**config.mk**
```make
export PLATFORM = sky130hd
export DESIGN_NAME = window_scan_ctrl
export DESIGN_NICKNAME = d
export VERILOG_FILES = /design/src/rtl/window_scan_ctrl_pkg.sv /design/src/rtl/window_scan_ctrl_valid_delay.sv /design/src/rtl/window_scan_ctrl.sv
export SDC_FILE = /design/constraint.sdc
export NUM_CORES = 1
export LEC_CHECK = 0
export CAP_MARGIN = 40
export CORE_MARGIN = 4
export CORE_UTILIZATION = 60
export DETAILED_ROUTE_END_ITERATION = 7
export DONT_BUFFER_PORTS = 1
export GPL_ROUTABILITY_DRIVEN = 0
export PLACE_DENSITY = 0.73
export RECOVER_POWER = 25
export SLEW_MARGIN = 20
export SYNTH_ARGS = -nofsm -noshare
export SYNTH_HDL_FRONTEND = slang
export SYNTH_SLANG_ARGS = --single-unit
```
**constraint.sdc**
```tcl
create_clock -name clk -period 9.32 [get_ports clk]
set_clock_uncertainty 0.2 [all_clocks]
set_input_delay 0.932 -clock clk [delete_from_list [all_inputs] [get_ports clk]]
set_output_delay 0.932 -clock clk [all_outputs]
set_load 0.05 [all_outputs]
```
**src/rtl/window_scan_ctrl_pkg.sv**
```systemverilog
// Shared types and size derivations for the sliding-window scan controller.
// Used by the controller RTL and its bench.
package window_scan_ctrl_pkg;

  typedef enum logic [2:0] {
    IDLE,
    FETCH,
    DRAIN,
    CONV,
    NEXT
  } state_t;

  function automatic int clog2(input int n);
    int r;
    r = 0;
    for (int v = n - 1; v > 0; v = v >> 1) r++;
    return r;
  endfunction

  function automatic int pitch_of(input int w, input int k);
    return w + k - 1;
  endfunction

  function automatic int out_dim(input int n, input int s);
    return (n - 1) / s + 1;
  endfunction

  function automatic int addr_width(
    input int base,
    input int h,
    input int k,
    input int pitch
  );
    int w;
    w = clog2(base + (h + k - 1) * pitch);
    return (w < 1) ? 1 : w;
  endfunction

  function automatic int idx_width(input int n);
    int w;
    w = clog2(n);
    return (w < 1) ? 1 : w;
  endfunction

endpackage

```
**src/rtl/window_scan_ctrl_valid_delay.sv**
```systemverilog
// Fixed-depth 1-bit valid pipeline with synchronous clear.
// Aligns read-valid with memory read data.
module valid_delay #(
  parameter int DEPTH = 1
) (
  input  logic clk,
  input  logic clr,
  input  logic din,
  output logic dout
);

  logic [DEPTH-1:0] sr;

  always_ff @(posedge clk) begin
    if (clr) begin
      sr <= '0;
    end else begin
      sr[0] <= din;
      for (int i = 1; i < DEPTH; i++) sr[i] <= sr[i-1];
    end
  end

  assign dout = sr[DEPTH-1];

endmodule

```
**src/rtl/window_scan_ctrl.sv**
```systemverilog
// Raster scan of KxK windows over a padded image held in a pixel memory.
// Issues reads, aligns read data, and hands each window to a convolver.
module window_scan_ctrl
  import window_scan_ctrl_pkg::*;
#(
  parameter int IMG_W     = 128,
  parameter int IMG_H     = 128,
  parameter int K         = 3,
  parameter int STRIDE    = 1,
  parameter int RD_LAT    = 1,
  parameter int BASE_ADDR = 0,
  localparam int PITCH  = pitch_of(IMG_W, K),
  localparam int OUT_W  = out_dim(IMG_W, STRIDE),
  localparam int OUT_H  = out_dim(IMG_H, STRIDE),
  localparam int ADDR_W = addr_width(BASE_ADDR, IMG_H, K, PITCH),
  localparam int ROW_W  = idx_width(OUT_H),
  localparam int COL_W  = idx_width(OUT_W)
) (
  input  logic              clk,
  input  logic              rst,
  input  logic              start,
  input  logic              abort,
  input  logic              done_conv,
  output logic [ADDR_W-1:0] addr,
  output logic              rd_en,
  output logic              shift_en,
  output logic              start_conv,
  output logic              busy,
  output logic              done,
  output logic [ROW_W-1:0]  out_row,
  output logic [COL_W-1:0]  out_col
);

  typedef logic [ADDR_W-1:0] addr_t;

  localparam logic [2:0] KM1 = 3'(K - 1);
  localparam logic [2:0] LM1 = 3'(RD_LAT - 1);
  localparam logic [COL_W-1:0] COL_LAST = COL_W'(OUT_W - 1);
  localparam logic [ROW_W-1:0] ROW_LAST = ROW_W'(OUT_H - 1);

  state_t           state;
  logic [ROW_W-1:0] row;
  logic [COL_W-1:0] col;
  logic [2:0]       dx;
  logic [2:0]       dy;
  logic [2:0]       lat_cnt;
  logic             flush;

  // Full-width address math; operands widened before multiply.
  function automatic addr_t win_addr(
    input logic [ROW_W-1:0] r,
    input logic [COL_W-1:0] c,
    input logic [2:0]       y,
    input logic [2:0]       x
  );
    return addr_t'(BASE_ADDR)
         + (addr_t'(r) * addr_t'(STRIDE) + addr_t'(y))
           * addr_t'(PITCH)
         + addr_t'(c) * addr_t'(STRIDE)
         + addr_t'(x);
  endfunction

  assign out_row = row;
  assign out_col = col;
  assign flush   = rst | (abort & (state != IDLE));

  always_ff @(posedge clk) begin
    if (rst) begin
      state      <= IDLE;
      row        <= '0;
      col        <= '0;
      dx         <= '0;
      dy         <= '0;
      lat_cnt    <= '0;
      addr       <= '0;
      rd_en      <= 1'b0;
      start_conv <= 1'b0;
      busy       <= 1'b0;
      done       <= 1'b0;
    end else if (abort && state != IDLE) begin
      state      <= IDLE;
      rd_en      <= 1'b0;
      start_conv <= 1'b0;
      busy       <= 1'b0;
      done       <= 1'b0;
    end else begin
      done <= 1'b0;
      unique case (state)
        IDLE: begin
          if (start && !abort) begin
            row   <= '0;
            col   <= '0;
            dx    <= '0;
            dy    <= '0;
            addr  <= win_addr('0, '0, '0, '0);
            rd_en <= 1'b1;
            busy  <= 1'b1;
            state <= FETCH;
          end
        end
        FETCH: begin
          if (dx == KM1) begin
            dx <= '0;
            if (dy == KM1) begin
              dy      <= '0;
              rd_en   <= 1'b0;
              lat_cnt <= '0;
              state   <= DRAIN;
            end else begin
              dy   <= dy + 3'd1;
              addr <= win_addr(row, col, dy + 3'd1, '0);
            end
          end else begin
            dx   <= dx + 3'd1;
            addr <= win_addr(row, col, dy, dx + 3'd1);
          end
        end
        DRAIN: begin
          if (lat_cnt == LM1) begin
            start_conv <= 1'b1;
            state      <= CONV;
          end else begin
            lat_cnt <= lat_cnt + 3'd1;
          end
        end
        CONV: begin
          if (done_conv) begin
            start_conv <= 1'b0;
            state      <= NEXT;
          end
        end
        NEXT: begin
          if (col != COL_LAST) begin
            col   <= col + 1'b1;
            addr  <= win_addr(row, col + 1'b1, '0, '0);
            rd_en <= 1'b1;
            state <= FETCH;
          end else if (row != ROW_LAST) begin
            col   <= '0;
            row   <= row + 1'b1;
            addr  <= win_addr(row + 1'b1, '0, '0, '0);
            rd_en <= 1'b1;
            state <= FETCH;
          end else begin
            done  <= 1'b1;
            busy  <= 1'b0;
            state <= IDLE;
          end
        end
        default: state <= IDLE;
      endcase
    end
  end

  valid_delay #(
    .DEPTH(RD_LAT)
  ) u_shift_dly (
    .clk (clk),
    .clr (flush),
    .din (rd_en),
    .dout(shift_en)
  );

endmodule
```
-- Word-level counts from Yosys, hierarchy flattened
Index checks and enable logic that the tools add are counted.
- input bits: 5
- word-level logic and storage cells: 117
- flip-flop bits (word level): 46
- output and inout bits: 34
- mux-type cells: 44
- reduce and logical (&&, ||, !) cells: 23
- bitwise operators: 4
- $add $sub $neg: 11
- equal/unequal tests: 19
- $mul: 4
- operators by type and width (operator ; number):
    15-bit two-way mux ; 5
    15-bit by 7-bit adder with 15-bit output ; 3
    15-bit case mux with 3 select lines ; 1
    3-bit two-way mux ; 12
    7-bit two-way mux ; 5
    7-bit by 7-bit multiplier with 14-bit output (second input constant) ; 2
    8-bit by 7-bit multiplier with 14-bit output (second input constant) ; 2
    7-bit case mux with 2 select lines ; 2
    5-bit AND reduction ; 5
    2-bit != test (second input constant) ; 9
    3-bit case mux with 2 select lines ; 3
    7-bit by 3-bit adder with 8-bit output ; 2
    15-bit by 3-bit adder with 15-bit output ; 1
    3-bit case mux with 5 select lines ; 1
    7-bit by 1-bit adder with 7-bit output (second input constant) ; 2
    7-bit != test (second input constant) ; 2
    3-bit by 2-bit equality test with 1-bit output (second input constant) ; 4
    1-bit two-way mux ; 12
    4-bit AND reduction ; 3
    3-bit by 1-bit adder with 3-bit output (second input constant) ; 3
    2-bit nonzero test ; 4
    3-bit zero test ; 2
    3-bit != test (second input constant) ; 2
    3-bit AND reduction ; 2
    other kinds (12) ; 16

-- Longest topological paths before layout
- depth in word-level cells: 7
- mapped depth: 20
- depth with buffers taken out: 20

-- Hierarchy
Synthesis repeated with hierarchy kept, for this count alone.
- cell total of the unflattened synthesis: 662
- area total of the unflattened synthesis: 5062.4 µm²
- by module, submodules not included (module ; area an instance (µm²) ; cells each ; times used ; seq. area each (µm²)):
    window_scan_ctrl ; 5028.6 ; 660 ; 1 ; 900.9
    valid_delay ; 33.8 ; 2 ; 1 ; 20.0

-- Least setup slack after synthesis
Ideal clock, no wire load.
- path type: register -> register
- start: reg row[0] (netlist: out_row[0])
- end: reg addr[11]
- path buffers: 0
- clock period less this slack: 4.032 ns
- data arrival time: 3.747 ns
- library setup time: 0.086 ns
- path slack: 5.288 ns
- required time: 9.034 ns
- cell stages (with the launch flop): 19
- path through: dfxtp_1 ha_1 fa_1 a21o_1 nand3_1 xnor2_1 inv_1 ha_1 ha_1 inv_1 fa_1 inv_1 and3_1 o311a_1 mux2i_1 a2bb2oi_1 xnor2_1 a22oi_1 a211oi_1
- word-level cells in the longest chain between the ends: 6
- elaborated cells on any way between the ends: 19
- those cells by class: add/sub: 7; mul: 4; eq/ne: 2; mux: 5; reduce/logical: 1
- ends and longest elaborated chain (element ; RTL line ; source):
    from (decl) ; window_scan_ctrl.sv:42 ; logic [ROW_W-1:0] row;
    from (signal assigned) ; window_scan_ctrl.sv:140 ; row <= row + 1'b1;
    7-bit by 3-bit adder with 8-bit output ; window_scan_ctrl.sv:57 ; + (addr_t'(r) * addr_t'(STRIDE) + addr_t'(y))
    8-bit by 7-bit multiplier with 14-bit output ; window_scan_ctrl.sv:58 ; * addr_t'(PITCH)
    15-bit by 7-bit adder with 15-bit output ; window_scan_ctrl.sv:59 ; + addr_t'(c) * addr_t'(STRIDE)
    15-bit by 3-bit adder with 15-bit output or 15-bit two-way mux (tied branches) ; window_scan_ctrl.sv:60, window_scan_ctrl.sv:104 ;
    15-bit two-way mux ; window_scan_ctrl.sv:102 ; if (dx == KM1) begin
    15-bit case mux with 3 select lines ; window_scan_ctrl.sv:88 ; unique case (state)
    to (signal assigned) ; window_scan_ctrl.sv:95 ; addr <= win_addr('0, '0, '0, '0);
    to (signal assigned) ; window_scan_ctrl.sv:111 ; addr <= win_addr(row, col, dy + 3'd1, '0);
    to (signal assigned) ; window_scan_ctrl.sv:115 ; addr <= win_addr(row, col, dy, dx + 3'd1);
    to (decl) ; window_scan_ctrl.sv:24 ; output logic [ADDR_W-1:0] addr,
Several ways; a longest one is shown, not always the timed one. The select of a mux whose other input is x is not followed.
A chain may end at the register's enable or synchronous reset.

-- Final worst setup path
- start: reg row[4] (netlist: out_row[4])
- end: reg addr[11]
Same word-level chain as after synthesis.

==> results.md <==
* Final Hold Viols at 0
* Antenna violations before repair at 0
* Fmax at 200 MHz
* Synth Net Count at 710
* CP arrival at 5.04 ns
* Commonest non-fill, non-tap cell in the layout: nor2_1
* Core area at 7850 um2
* Clock latency at the later pin of the worst-skew pair at 0.31 ns
* GR Overflow Total at 0
* Max clock buf depth at 2
* Commonest non-fill, non-tap cells in the layout: nor2_1 (75), a21oi_1 (57), ha_1 (53), nand2_1 (46), dfxtp_1 (46)
* Compound-Gate Fraction of Synth Area at 22.6%
* EDFF count, synth at 0
* MaxCap Viol Count at 1
* Die area at 9730 um2
* Power Total at 0.707 mW
* I/O Pins at 39
* Nets at 699
* Status: complete, but fails checks
* PortBufs at 0
* Fin crit share at 53.6%
* PD cells at 139 nW/um2
* Setup TNS at 0 ns
* Avg WL per Cell at 19.2 um
* Largest family of logic cells by synthesized area: compound AO/OA/AOI/OAI gates
* Vert. Die Dim at 98.6 um
* Postcts setup bufs at 0
* H-tree depth at 2
* Synthesized instance count at 643
* Gr busiest metal: met2
* Drt total wl at 14.1 mm
* Placed wire-length estimate at 11.0 mm
* Sequential area share after synthesis at 18.7%
* Hold_buf cts at 0
* Post-synthesis mux area share at 2.67%
* Slew @ Worst Pin at 1.50 ns
* Slew margin rel. at 0.187%
* Fraction of registers with async set/reset at 0%
* Worst hold path class: register to register
* Primary FF master, synth: dfxtp_1
* Yosys warning total at 0
* Crit start category: register
* Synthesized area at 4930 um2
* GRT Util Overall at 29.3%
* Cell Count, Final, Fillers Out at 735
* Multi-input logic area at 3720 um2
* Post-DR vias/cell at 6.34
* DR vias at 4657
* Failing checks: capacitance limit
* Vias in the first global route at 4416
* CTS tree: built
* First-pass GRT wire length at 22.9 mm
* Post-route ant nets at 0
* Netlist cell types at 70
* Area grow syn2layout at 3.38%
* Fill cells at 708
* Clock tree root driver cell: clkbuf_8
* Crit Path Class: register to register
* Xor/xnor share of the synthesized area at 11.4%
* Met1 usage in global routing at 39.2%
* Largest net degree at the start of global routing at 41
* VDD IR max at 0.000177 V
* Total CTS buffers at 5
* Adder-Cell Fraction of Synth Area at 17.1%
* Diodes inserted at 0
* Critical path peak fanout at 17
* # setup viols final at 0
* Sink Count at 46
* Initial Util at 62.8%
* Period minus WS final at 5.00 ns
* Slew Limit Fails at 0
* Reg clk slew, reported paths at 0.10 ns
* RSZ-0062 raised after global routing: false
* Placed cells at 727
* Layout cells sized above 1 at 5.21%
* Seq. cell area at 921 um2
* Crit. End Element: register
* CTS resizes at 0
* Rows at 32
* M2 GR Usage at 47.3%
* Leakage at 2.18 nW
* Req. time, crit path at 9.36 ns
* Initial DRC Count at 371
* Avg Inst Size Synth at 7.66 um2
* Die Wd at 98.6 um
* Fin util at 64.9%
* Grt met3 use at 7.29%
* Drt first pass iters at 5
* Seq cells post-synth at 46
* Synth Area in Simple Gates at 21.6%
* DRC at 0
[sequential cells by signal, indices dropped and copies added, names as in the netlist]
register / count
out_col: 7
state: 3
rd_en: 1
busy: 1
out_row: 7
addr: 15
done: 1
u_shift_dly.dout: 1
dx: 3
lat_cnt: 3
start_conv: 1
dy: 3
[through the flow]
step | worst slack (ns) | instance area (um2) | hold WS (ns)
after floorplan | 5.29 | 4930 | 0.252
after global placement | 4.78 | 4990 | 0.268
after detailed placement | 4.90 | 5010 | 0.277
after CTS | 4.86 | 5100 | 0.295
after global routing | 4.04 | 5090 | 0.330
final | 4.32 | 5090 | 0.302
[logic make-up (layout without fill, tap and decap cells)]
group | Yosys count | in the layout
xor+xnor | 60 | 60
compound gates | 171 | 171
simple gates | 221 | 221
mux | 13 | 13
fa+ha+maj | 62 | 62
buf+inv | 70 | 60
flops | 46 | 46
[routing by layer]
layer	vias to the layer above	routed length, um
li1	2254	-
met2	187	6430
met1	2190	6190
met5	-	0
met4	0	270
met3	26	1250
[power by group]
group | leakage, nW | switching, mW | internal [mW]
Sequential | 0.374 | 0.111 | 0.225
Clock | 0.0489 | 0.0795 | 0.0616
Combinational | 1.75 | 0.148 | 0.0824
[synthesized netlist by cell type, types with 9 or more instances]
master,count,area (um2)
xnor2_1,38,333
o21ai_0,36,180
fa_1,9,180
nand3_1,18,90.1
nor2_1,75,282
nand2b_1,9,56.3
nor2b_1,9,56.3
clkbuf_1,17,63.8
nor3_1,22,110
a211oi_1,12,90.1
ha_1,53,663
dfxtp_1,46,921
a21oi_1,57,285
mux2i_1,12,120
nand2_1,46,173
xor2_1,19,166
inv_1,42,158
[worst paths after layout]
| check | startpoint | slack [ns] | to | depth (start not counted) |
|---|---|---|---|---|
| hold / removal | lat_cnt[2] | 0.30 | lat_cnt[2] | 2 |
| hold reg to reg | lat_cnt[2] | 0.30 | lat_cnt[2] | 2 |
| setup / recovery | out_row[4] | 4.32 | addr[11] | 16 |
| setup reg to reg | out_row[4] | 4.32 | addr[11] | 16 |
[cell type report]
class                           instances  share of cell area [%]
Clock buffer                            7                    1.69
Timing Repair Buffer                   10                    1.40
Clock inverter                          1                   0.172
Sequential cell                        46                    18.1
Inverter                               42                    3.10
Tap cell                              102                    2.51
Multi-Input combinational cell        527                    73.1
[critical path, cell delays in order, from the launching register on]
cell and delay [ns]:
dfxtp_1 0.32, clkbuf_1 1.08, and2_1 0.45, nand3_1 0.18, nor2_1 0.29, ha_1 0.29
ha_1 0.21, inv_1 0.07, fa_1 0.40, inv_1 0.08, and3_1 0.16, o311a_1 0.27
mux2i_1 0.21, a2bb2oi_1 0.10, xnor2_1 0.23, a22oi_1 0.12, a211oi_1 0.23
(Power assumes the default switching activity.)
